File: config.mk
export PLATFORM = sky130hd
export DESIGN_NAME = mem_access_unit
export DESIGN_NICKNAME = d
export VERILOG_FILES = /design/src/rtl/mem_access_unit.sv
export SDC_FILE = /design/constraint.sdc
export NUM_CORES = 1
export LEC_CHECK = 0
export CAP_MARGIN = 25
export CORE_MARGIN = 1.5
export CORE_UTILIZATION = 55
export CTS_CLUSTER_SIZE = 10
export DETAILED_ROUTE_END_ITERATION = 12
export DONT_BUFFER_PORTS = 1
export GPL_TIMING_DRIVEN = 0
export PLACE_DENSITY_LB_ADDON = 0.25
export SLEW_MARGIN = 10
export SYNTH_ARGS = -nofsm -noshare
export SYNTH_HDL_FRONTEND = slang
export SYNTH_SLANG_ARGS = --single-unit
export TNS_END_PERCENT = 50
File: constraint.sdc
create_clock -name CLK -period 1.81 [get_ports CLK]
set_clock_uncertainty 0.1 [all_clocks]
set_input_delay 0.362 -clock CLK [delete_from_list [all_inputs] [get_ports CLK]]
set_output_delay 0.362 -clock CLK [all_outputs]
set_load 0.02 [all_outputs]
File: src/rtl/mem_access_unit.sv
// Load/store unit: serialises CPU requests onto a data memory with a 1-cycle registered read.
// Build option: define LSU_SUBWORD_EN for byte/half accesses (read-modify-write stores, sign extension).
module mem_access_unit #(
  parameter int DMEM_WORDS = 1024
) (
  input  logic        CLK,
  input  logic        RST,
  input  logic        REQ,
  input  logic        REQ_WE,
  input  logic [1:0]  REQ_SIZE,
  input  logic        REQ_SIGNED,
  input  logic [31:0] REQ_ADR,
  input  logic [31:0] REQ_WDATA,
  output logic        BUSY,
  output logic        DONE,
  output logic        ERR,
  output logic [31:0] RDATA,
  output logic        DM_WE,
  output logic [31:0] DM_ADR,
  output logic [31:0] DM_WDATA,
  input  logic [31:0] DM_RDATA
);

  localparam logic [31:0] DMEM_WORDS_W = 32'(DMEM_WORDS);

  typedef enum logic [2:0] {
    IDLE,
    RD_ISSUE,
    RD_WAIT,
`ifdef LSU_SUBWORD_EN
    RMW_ISSUE,
    RMW_WAIT,
`endif
    WR,
    RESP
  } state_t;

  state_t      state_q;
  logic        err_q;
  logic [31:0] adr_q;
  logic [31:0] wdata_q;
  logic [31:0] rdata_q;
  logic        req_err;
  logic        adr_phase;

`ifdef LSU_SUBWORD_EN
  logic [1:0]  size_q;
  logic        signed_q;

  // Big-endian lanes: byte offset 0 is the most significant byte.
  function automatic logic [31:0] load_lane(input logic [31:0] w, input logic [1:0] sz,
                                            input logic [1:0] off, input logic sgn);
    logic [7:0]  b;
    logic [15:0] h;
    case (off)
      2'd0:    b = w[31:24];
      2'd1:    b = w[23:16];
      2'd2:    b = w[15:8];
      default: b = w[7:0];
    endcase
    h = off[1] ? w[15:0] : w[31:16];
    case (sz)
      2'b00:   load_lane = {{24{sgn & b[7]}}, b};
      2'b01:   load_lane = {{16{sgn & h[15]}}, h};
      default: load_lane = w;
    endcase
  endfunction

  function automatic logic [31:0] merge_lane(input logic [31:0] w, input logic [1:0] sz,
                                             input logic [1:0] off, input logic [15:0] d);
    merge_lane = w;
    if (sz == 2'b00) begin
      case (off)
        2'd0:    merge_lane[31:24] = d[7:0];
        2'd1:    merge_lane[23:16] = d[7:0];
        2'd2:    merge_lane[15:8]  = d[7:0];
        default: merge_lane[7:0]   = d[7:0];
      endcase
    end else if (off[1]) begin
      merge_lane[15:0] = d;
    end else begin
      merge_lane[31:16] = d;
    end
  endfunction
`else
  // Word-only build: sign control and the byte offset have no effect.
  logic unused_subword;
  assign unused_subword = ^{REQ_SIGNED, adr_q[1:0]};
`endif

  always_comb begin
    req_err = ({2'b00, REQ_ADR[31:2]} >= DMEM_WORDS_W);
`ifdef LSU_SUBWORD_EN
    case (REQ_SIZE)
      2'b00:   req_err = req_err;
      2'b01:   req_err = req_err | REQ_ADR[0];
      2'b10:   req_err = req_err | (REQ_ADR[1:0] != 2'b00);
      default: req_err = 1'b1;
    endcase
`else
    req_err = req_err | (REQ_SIZE != 2'b10) | (REQ_ADR[1:0] != 2'b00);
`endif
  end

  always_ff @(posedge CLK) begin
    if (RST) begin
      state_q <= IDLE;
      err_q   <= 1'b0;
      adr_q   <= 32'h0;
      wdata_q <= 32'h0;
      rdata_q <= 32'h0;
`ifdef LSU_SUBWORD_EN
      size_q   <= 2'b00;
      signed_q <= 1'b0;
`endif
    end else begin
      case (state_q)
        IDLE: begin
          if (REQ) begin
            adr_q   <= REQ_ADR;
            wdata_q <= REQ_WDATA;
            err_q   <= req_err;
`ifdef LSU_SUBWORD_EN
            size_q   <= REQ_SIZE;
            signed_q <= REQ_SIGNED;
`endif
            if (req_err)              state_q <= RESP;
            else if (!REQ_WE)         state_q <= RD_ISSUE;
`ifdef LSU_SUBWORD_EN
            else if (REQ_SIZE != 2'b10) state_q <= RMW_ISSUE;
`endif
            else                      state_q <= WR;
          end
        end
        RD_ISSUE: state_q <= RD_WAIT;
        RD_WAIT: begin
`ifdef LSU_SUBWORD_EN
          rdata_q <= load_lane(DM_RDATA, size_q, adr_q[1:0], signed_q);
`else
          rdata_q <= DM_RDATA;
`endif
          state_q <= RESP;
        end
`ifdef LSU_SUBWORD_EN
        RMW_ISSUE: state_q <= RMW_WAIT;
        RMW_WAIT: begin
          // wdata_q still holds the right-justified store data until it is merged here.
          wdata_q <= merge_lane(DM_RDATA, size_q, adr_q[1:0], wdata_q[15:0]);
          state_q <= WR;
        end
`endif
        WR:      state_q <= RESP;
        RESP:    state_q <= IDLE;
        default: state_q <= IDLE;
      endcase
    end
  end

  always_comb begin
    adr_phase = (state_q == RD_ISSUE) || (state_q == WR);
`ifdef LSU_SUBWORD_EN
    if (state_q == RMW_ISSUE) adr_phase = 1'b1;
`endif
  end

  assign BUSY     = (state_q != IDLE);
  assign DONE     = (state_q == RESP);
  assign ERR      = (state_q == RESP) && err_q;
  assign RDATA    = rdata_q;
  // Gated with RST so a reset landing in WR never commits a partial store.
  assign DM_WE    = (state_q == WR) && !RST;
  assign DM_ADR   = adr_phase ? {adr_q[31:2], 2'b00} : 32'h0;
  assign DM_WDATA = (state_q == WR) ? wdata_q : 32'h0;

endmodule

**Word-level counts from Yosys, hierarchy flattened**

Cells that the tools add are included.

- Register bits: 100
- Input bits: 103

- $lt $le $gt $ge: 1
- Equal/unequal tests: 6
- Muxes and demuxes: 6
- Bitwise logic cells: 2
- Reductions and logical operators: 9

Operator list:

| kind | count |
|---|---|
| two-way mux 32 bit | 2 |
| >= comparator 30 x 11 -> 1 bit, second input constant | 1 |
| one-hot mux 3 bit (3 select lines) | 1 |
| equality test 3 x 2 -> 1 bit, second input constant | 2 |
| two-way mux 3 bit | 2 |
| != test 2 bit, second input constant | 2 |
| equality test 3 x 1 -> 1 bit, second input constant | 1 |
| equality test 3 bit, second input constant | 1 |
| zero test 3 bit | 1 |
| nonzero test 3 bit | 1 |
| logical AND 1 bit | 2 |
| two-way mux 2 bit | 1 |
| OR 1 bit | 2 |
| AND reduction 2 bit | 1 |
| nonzero test 2 bit | 1 |
| OR reduction 2 bit | 1 |
| zero test 1 bit | 1 |
| logical OR 1 bit | 1 |

**Longest topological paths before layout**

Gate-level depths: netlist (run 1).

- Depth after elaboration: 6
- Mapped depth: 6
- Gate-level depth less buffers: 3

**Least setup slack after synthesis (run 1)**

No wires, ideal clock.

- Path kind: register -> output
- From: reg state_q[1]
- To: out ERR
- Arrival: 1.425 ns
- Setup slack: -0.077 ns
- Stages on the path, launching flop included: 4
- Buffers on the path: 1
- Cells stage by stage: dfxtp_1 -> clkbuf_1 -> nor3b_1 -> and2_1

- Cells in the longest elaborated chain, start to end: 2

RTL lines:

| element | RTL line | source |
|---|---|---|
| start, declared | 38 | `state_t state_q;` |
| start signal, assigned | 107 | `state_q <= IDLE;` |
| start signal, assigned | 127 | `if (req_err) state_q <= RESP;` |
| start signal, assigned | 128 | `else if (!REQ_WE) state_q <= RD_ISSUE;` |
| equality test 3 bit | -- |  |
| net DONE | 15 | `output logic DONE,` |
| logical AND 1 bit | 168 | `assign ERR = (state_q == RESP) && err_q;` |
| end, declared | 16 | `output logic ERR,` |

The timed path passes the listed nets, and every way through them passes these cells.

**Final worst setup path (run 1)**

- From: reg state_q[0]
- To: out DM_WDATA[15]

- Cells in the longest elaborated chain, start to end: 2

RTL lines:

| element | RTL line | source |
|---|---|---|
| equality test 3 x 2 -> 1 bit | 173 | `assign DM_WDATA = (state_q == WR) ? wdata_q : 32'h0;` |
| two-way mux 32 bit | 173 |  |
| end, declared | 20 | `output logic [31:0] DM_WDATA,` |

Every way passes these cells.

==> impl_metrics.json, run 1 <==
{
  "numCtsBuffers": 9,
  "hpwlAfterDp_um": 7533,
  "initial_core_util": 0.5643,
  "dr_total_vias": 3551,
  "clock_path_buffers": 2,
  "maxCapViolations": 0,
  "crit_path_end_kind": "primary output",
  "synth_edf_count": 0,
  "multiInputGateArea_mm2": 0.002098,
  "drc_errors": 0,
  "cp.required_ns": 1.35,
  "worst_hold_slack_ns": 0.02785,
  "run_status": "complete, but fails checks",
  "rr_endpoint": "RDATA[31]$_SDFFE_PP0N_",
  "synth_seq_cells": 98,
  "fillers": 610,
  "hold_viol": 0,
  "hold_depth": 2,
  "cts-root-buf": "clkbuf_8",
  "synth_most_common_cell": "nand2_1",
  "die_h_um": 89.04,
  "tightest_slew_ns": 0.5684,
  "top_usage_layer": "met2",
  "yosys_most_used_dff": "dfxtp_1",
  "post-route-period-util": 1.067,
  "met2_usage": 0.4463,
  "core_area_mm2": 0.007214,
  "yosysUniqueCellTypes": 30,
  "worstRegToRegCells": 6,
  "power_leakage_nw": 1.843,
  "cellPowerDensity_mw_per_mm2": 830.2,
  "first_pass_iters": 7,
  "die_w_um": 89.04,
  "io_buffers": 0,
  "max_slew_margin": 0.6211,
  "critical_path.max_fanout": 6,
  "ys_seq_area_frac": 0.4819,
  "violations": "setup timing",
  "ys_warn_count": 0,
  "postCtsHoldBufs": 0,
  "nNetsFinal": 649,
  "die-area_mm2": 0.007928,
  "h-tree-depth": 3,
  "setup_viol": 64,
  "hold_path_end": "RDATA[8]$_SDFFE_PP0N_",
  "ir_drop_v": 0.0006926,
  "cp_data_arrival_time_ns": 1.47,
  "final_cells": 650,
  "hp-class": "input pin to register",
  "grt_pass1_vias": 3160,
  "vias_per_cell": 5.463,
  "place_inst": 623,
  "antenna_found_initial": 1,
  "reg2reg_from": "state_q[0]$_SDFFE_PP0P_",
  "cts_tree": "yes",
  "grtUsageMet1": 0.2888,
  "pin_count": 203,
  "final.min_clock_period_ns": 1.931,
  "routed_wl_um": 10930,
  "ant_nets": 0,
  "setup.worst_path.start": "state_q[0]$_SDFFE_PP0P_",
  "cts_sinks": 98,
  "grt_use_met3": 0.07202,
  "grt_use_total": 0.2504,
  "clkTransAtPathRegs_ns": 0.10,
  "netlist_area_mm2": 0.004071,
  "worst_setup_path_start_kind": "register",
  "seq_area_mm2": 0.001973,
  "crit_type": "register to primary output",
  "area_growth_pct": 21.76,
  "grt_setup_unrepaired": "yes",
  "grt_pass1_wl_um": 15260,
  "async_flop_share": 0,
  "clock_latency_ns": 0.35,
  "synth.area.top_cells": "dfxtp_1 (48%), nand2_1 (18%), a21oi_1 (12%)",
  "syn_inst": 523,
  "drive_above_1_share": 0.2527,
  "total_power_mw": 4.116,
  "gp_congestion": 0.8081,
  "grt_overflow": 0,
  "yosys.area.top_type": "dfxtp_1",
  "slew_viol_final": 0,
  "synthTopCellsByCount": "nand2_1 (191), dfxtp_1 (98), a21oi_1 (95)",
  "max_freq_ghz": 0.5179,
  "worst_slack_ns": -0.1209,
  "rows": 31,
  "netlist.area_leader.share": 0.4819,
  "r2r_setup_slack_ns": 0.01,
  "drtIter0Drc": 122,
  "synth.avg_cell_area_um2": 7.785,
  "wl_per_cell_um": 16.82,
  "min_from": "DM_RDATA[8]",
  "grt_start_max_net_pins": 17,
  "dp_slack_ns": -0.3840
}
## cells by family after synthesis
family                 count (synthesis)  synth area share
other                                  1         0.0009211
flip-flops                            98            0.4819
AND/OR/NAND/NOR                      279            0.3215
buffers and inverters                 47           0.07375
AO/OA/AOI/OAI                         98            0.1220
## cell type report
| type | count | share of cell area |
|---|---|---|
| multi-input cells | 379 | 0.4233 |
| flip-flops and latches | 98 | 0.3980 |
| plain buffers | 44 | 0.08430 |
| clock buffers | 9 | 0.02499 |
| repair buffers | 13 | 0.02499 |
| well taps | 99 | 0.02499 |
| clock inverters | 6 | 0.01817 |
| inverters | 1 | 0.0007572 |
| diodes | 1 | 0.0005048 |
## registers in the layout (all words and copies together) (netlist names)
register / count
state_q: 3
err_q: 1
adr_q: 30
wdata_q: 32
RDATA: 32
## power breakdown
group          switching [mW]  internal, mW
logic                   0.179         0.119
registers              0.0469          2.23
clock network           0.756         0.779
total                   0.982          3.13
## stage by stage
| step | area (µm²) | setup TNS [ns] | util |
|---|---|---|---|
| 2_1_floorplan | 4080 | 0 | - |
| 3_3_place_gp | 4204 | -13.42 | 0.5827 |
| 3_5_place_dp | 4204 | -15.20 | 0.5827 |
| 4_1_cts | 4881 | -14.61 | 0.6766 |
| 5_1_grt | 4957 | -11.32 | 0.6871 |
| 6_report | 4957 | -6.063 | 0.6871 |
## critical path: stages, from the launching register on
cell       delay (ns)
dfxtp_4          0.39
nor2b_4          0.20
clkbuf_16        0.18
clkbuf_16        0.14
and3_4           0.22
## cells in the final DEF (no fill, tap or decap), types with 2 or more instances in the layout
| master | netlist | final |
|---|---|---|
| a21oi_2 | 0 | 6 |
| buf_4 | 2 | 9 |
| clkbuf_1 | 26 | 15 |
| clkbuf_2 | 0 | 2 |
| bufinv_16 | 0 | 2 |
| and2_4 | 0 | 29 |
| dfxtp_4 | 0 | 3 |
| or4_1 | 2 | 2 |
| and3_4 | 0 | 29 |
| nand2_1 | 191 | 190 |
| clkbuf_8 | 0 | 11 |
| nor3_1 | 2 | 2 |
| clkbuf_16 | 0 | 5 |
| buf_6 | 15 | 18 |
| and3_2 | 0 | 3 |
| nor4_1 | 5 | 5 |
| a21oi_1 | 95 | 89 |
| dfxtp_1 | 98 | 95 |
| and2_2 | 0 | 2 |
| buf_2 | 3 | 3 |
| nand4_1 | 2 | 2 |
| inv_6 | 0 | 2 |
| buf_8 | 0 | 2 |
| conb_1 | 1 | 2 |
## worst max path at each step
| stage | cells past startpoint | to | slack (ns) |
|---|---|---|---|
| 3_5_place_dp | 6 | DM_WE | -0.38 |
| 3_3_place_gp | 6 | DM_WE | -0.38 |
| 6_report | 4 | DM_WDATA[15] | -0.12 |
| 4_1_cts | 6 | DM_WE | -0.18 |
| 5_1_grt | 5 | DM_WE | -0.18 |
| 2_1_floorplan | 6 | DM_WE | 0.004 |
## routing by layer
layer	vias up	part of all wire	wire (µm)
met4	0	0.018	198
met5	-	0	0
li1	1751	-	-
met2	137	0.50	5471
met3	17	0.081	885
met1	1646	0.40	4378
## timing repair
item | 4_1_cts | 5_1_grt
buffers inserted | 2 | 5
pin swaps | 32 | 11
gates cloned | 2 | 4
resized for setup | 169 | 9
setup endpoints to repair | 71 | 142
hold endpoints to repair | 0 | 0
No activity file was read; power rests on OpenSTA's default activity.
==> run 2, diff against run 1 <==
Settings changed: GPL_TIMING_DRIVEN 0 to 1.
==> run 2 against run 1 <==
The run ends with hold timing, setup timing left; critical endpoint is now DM_WDATA[22]; first-iteration DRC count is 40% higher; via count fell by 2.3%; setup slack lost 0.060 ns; final cell count shrank 3.8%; sequential share of layout area increased by 1.0 points; register-to-register slack better by 0.05 ns.
==> impl_metrics.json, run 2 (synthesis gave the netlist of run 1 again) <==
{
  "gp_congestion": 0.8085,
  "hold_viol": 41,
  "wl_per_cell_um": 17.15,
  "cts_sinks": 98,
  "violations": "hold timing, setup timing",
  "final.min_clock_period_ns": 1.991,
  "numCtsBuffers": 9,
  "final_cell_mix": "nand2_1 (190), dfxtp_1 (97), a21oi_1 (93)",
  "n_antenna_cell": 0,
  "max_freq_ghz": 0.5022,
  "vias_per_cell": 5.550,
  "post-route-period-util": 1.100,
  "first_pass_iters": 4,
  "total_power_mw": 4.131,
  "drtIter0Drc": 171,
  "grt_pass1_vias": 3032,
  "hp-class": "input pin to register",
  "dp_slack_ns": 0.1073,
  "fillers": 636,
  "run_status": "complete, but fails checks",
  "io_buffers": 0,
  "nNetsFinal": 624,
  "crit_type": "register to primary output",
  "ir_drop_v": 0.0005670,
  "initial_core_util": 0.5643,
  "drive_above_1_share": 0.2376,
  "grt_pass1_wl_um": 14260,
  "grt_overflow": 0,
  "max_slew_margin": 0.6590,
  "hpwlAfterDp_um": 6163,
  "area_growth_pct": 18.16,
  "clock_latency_ns": 0.35,
  "antenna_found_initial": 0,
  "critical_path.max_fanout": 13,
  "drc_errors": 0,
  "power_leakage_nw": 1.849,
  "cts_tree": "yes",
  "cp.required_ns": 1.35,
  "routed_wl_um": 10720,
  "ant_nets": 0,
  "pin_count": 203,
  "cellPowerDensity_mw_per_mm2": 858.7,
  "layout_commonest_cell": "nand2_1",
  "grt_setup_unrepaired": "yes",
  "die_w_um": 89.04,
  "clock_path_buffers": 2,
  "core_area_mm2": 0.007214,
  "worst_hold_slack_ns": -0.03832,
  "grt_start_max_net_pins": 100,
  "die-area_mm2": 0.007928,
  "cp_data_arrival_time_ns": 1.53,
  "setup_viol": 55,
  "clkTransAtPathRegs_ns": 0.10,
  "tightest_slew_ns": 0.5068,
  "maxCapViolations": 0,
  "crit_path_end_kind": "primary output",
  "worst_setup_path_start_kind": "register",
  "grt_use_total": 0.2326,
  "h-tree-depth": 3,
  "rows": 31,
  "die_h_um": 89.04,
  "slew_viol_final": 0,
  "dr_total_vias": 3469,
  "worst_slack_ns": -0.1812,
  "cts-root-buf": "clkbuf_8"
}
## run 2: cell types whose count changed in the layout (fill, tap and decap cells not counted), sizes merged
cell	delta
clkinvlp	-1
buf	-6
clkinv	+2
clkbuf	-18
diode	-1
inv	-1
## run 2: power breakdown
part / leakage [nW] / total [mW] / switching [mW] / internal, mW
Combinational: 0.932 / 0.272 / 0.148 / 0.124
Clock: 0.117 / 1.58 / 0.761 / 0.820
Sequential: 0.801 / 2.28 / 0.0402 / 2.24
## run 2: per-layer routing
metal	up-vias	track usage	wire length, µm
met5	-	0	0
met4	0	0.07832	135
met3	13	0.06648	996
met2	150	0.4043	5283
met1	1601	0.2770	4305
li1	1705	-	-
## run 2: final timing paths
kind,start,endpoint,slack (ns),cells past startpoint
worst min register to register,wdata_q[7]$_SDFFE_PP0P_,wdata_q[7]$_SDFFE_PP0P_,0.35,2
worst max register to register,state_q[1]$_SDFFE_PP0P_,adr_q[2]$_SDFFE_PP0P_,0.06,4
worst min-delay path,RST,wdata_q[16]$_SDFFE_PP0P_,-0.04,1
worst max-delay path,state_q[2]$_SDFFE_PP0P_,DM_WDATA[22],-0.18,5
## run 2: critical path, cell delays in order, from the launching register on
cell and delay [ns]:
dfxtp_2 0.34, buf_6 0.12, nor2b_4 0.15, buf_6 0.16
clkbuf_16 0.16, and3_2 0.25
## run 2: area by class of cell
type / instances / area (µm²) / area share
clock inverter: 6 / 87.58 / 0.01821
inverter: 1 / 3.754 / 0.0007802
sequential: 98 / 1963 / 0.4081
multi-input combinational: 379 / 2009 / 0.4177
tap: 99 / 123.9 / 0.02575
clock buffer: 10 / 137.6 / 0.02861
timing repair buffer: 32 / 485.5 / 0.1009
## run 2: stage by stage
step / TNS [ns] / cell area (µm²) / utilization / hold WS, ns / std cells
global placement: 0 / 4056 / 0.5623 / 0.3317 / 590
CTS: -6.475 / 4558 / 0.6318 / -0.04848 / 616
floorplan: 0 / 4080 / - / 0.3317 / 524
detailed placement: 0 / 4056 / 0.5623 / 0.3359 / 590
global route: -11.22 / 4811 / 0.6668 / -0.06060 / 625
finish: -7.954 / 4811 / 0.6668 / -0.03832 / 625
## run 2: repair_timing
action / CTS / global route
endpoints found under the hold margin: 97 / 97
pin swaps: 26 / 9
setup endpoints to repair: 65 / 124
cloned: 3 / 6
gates resized for setup: 104 / 24
setup buffers: 7 / 6
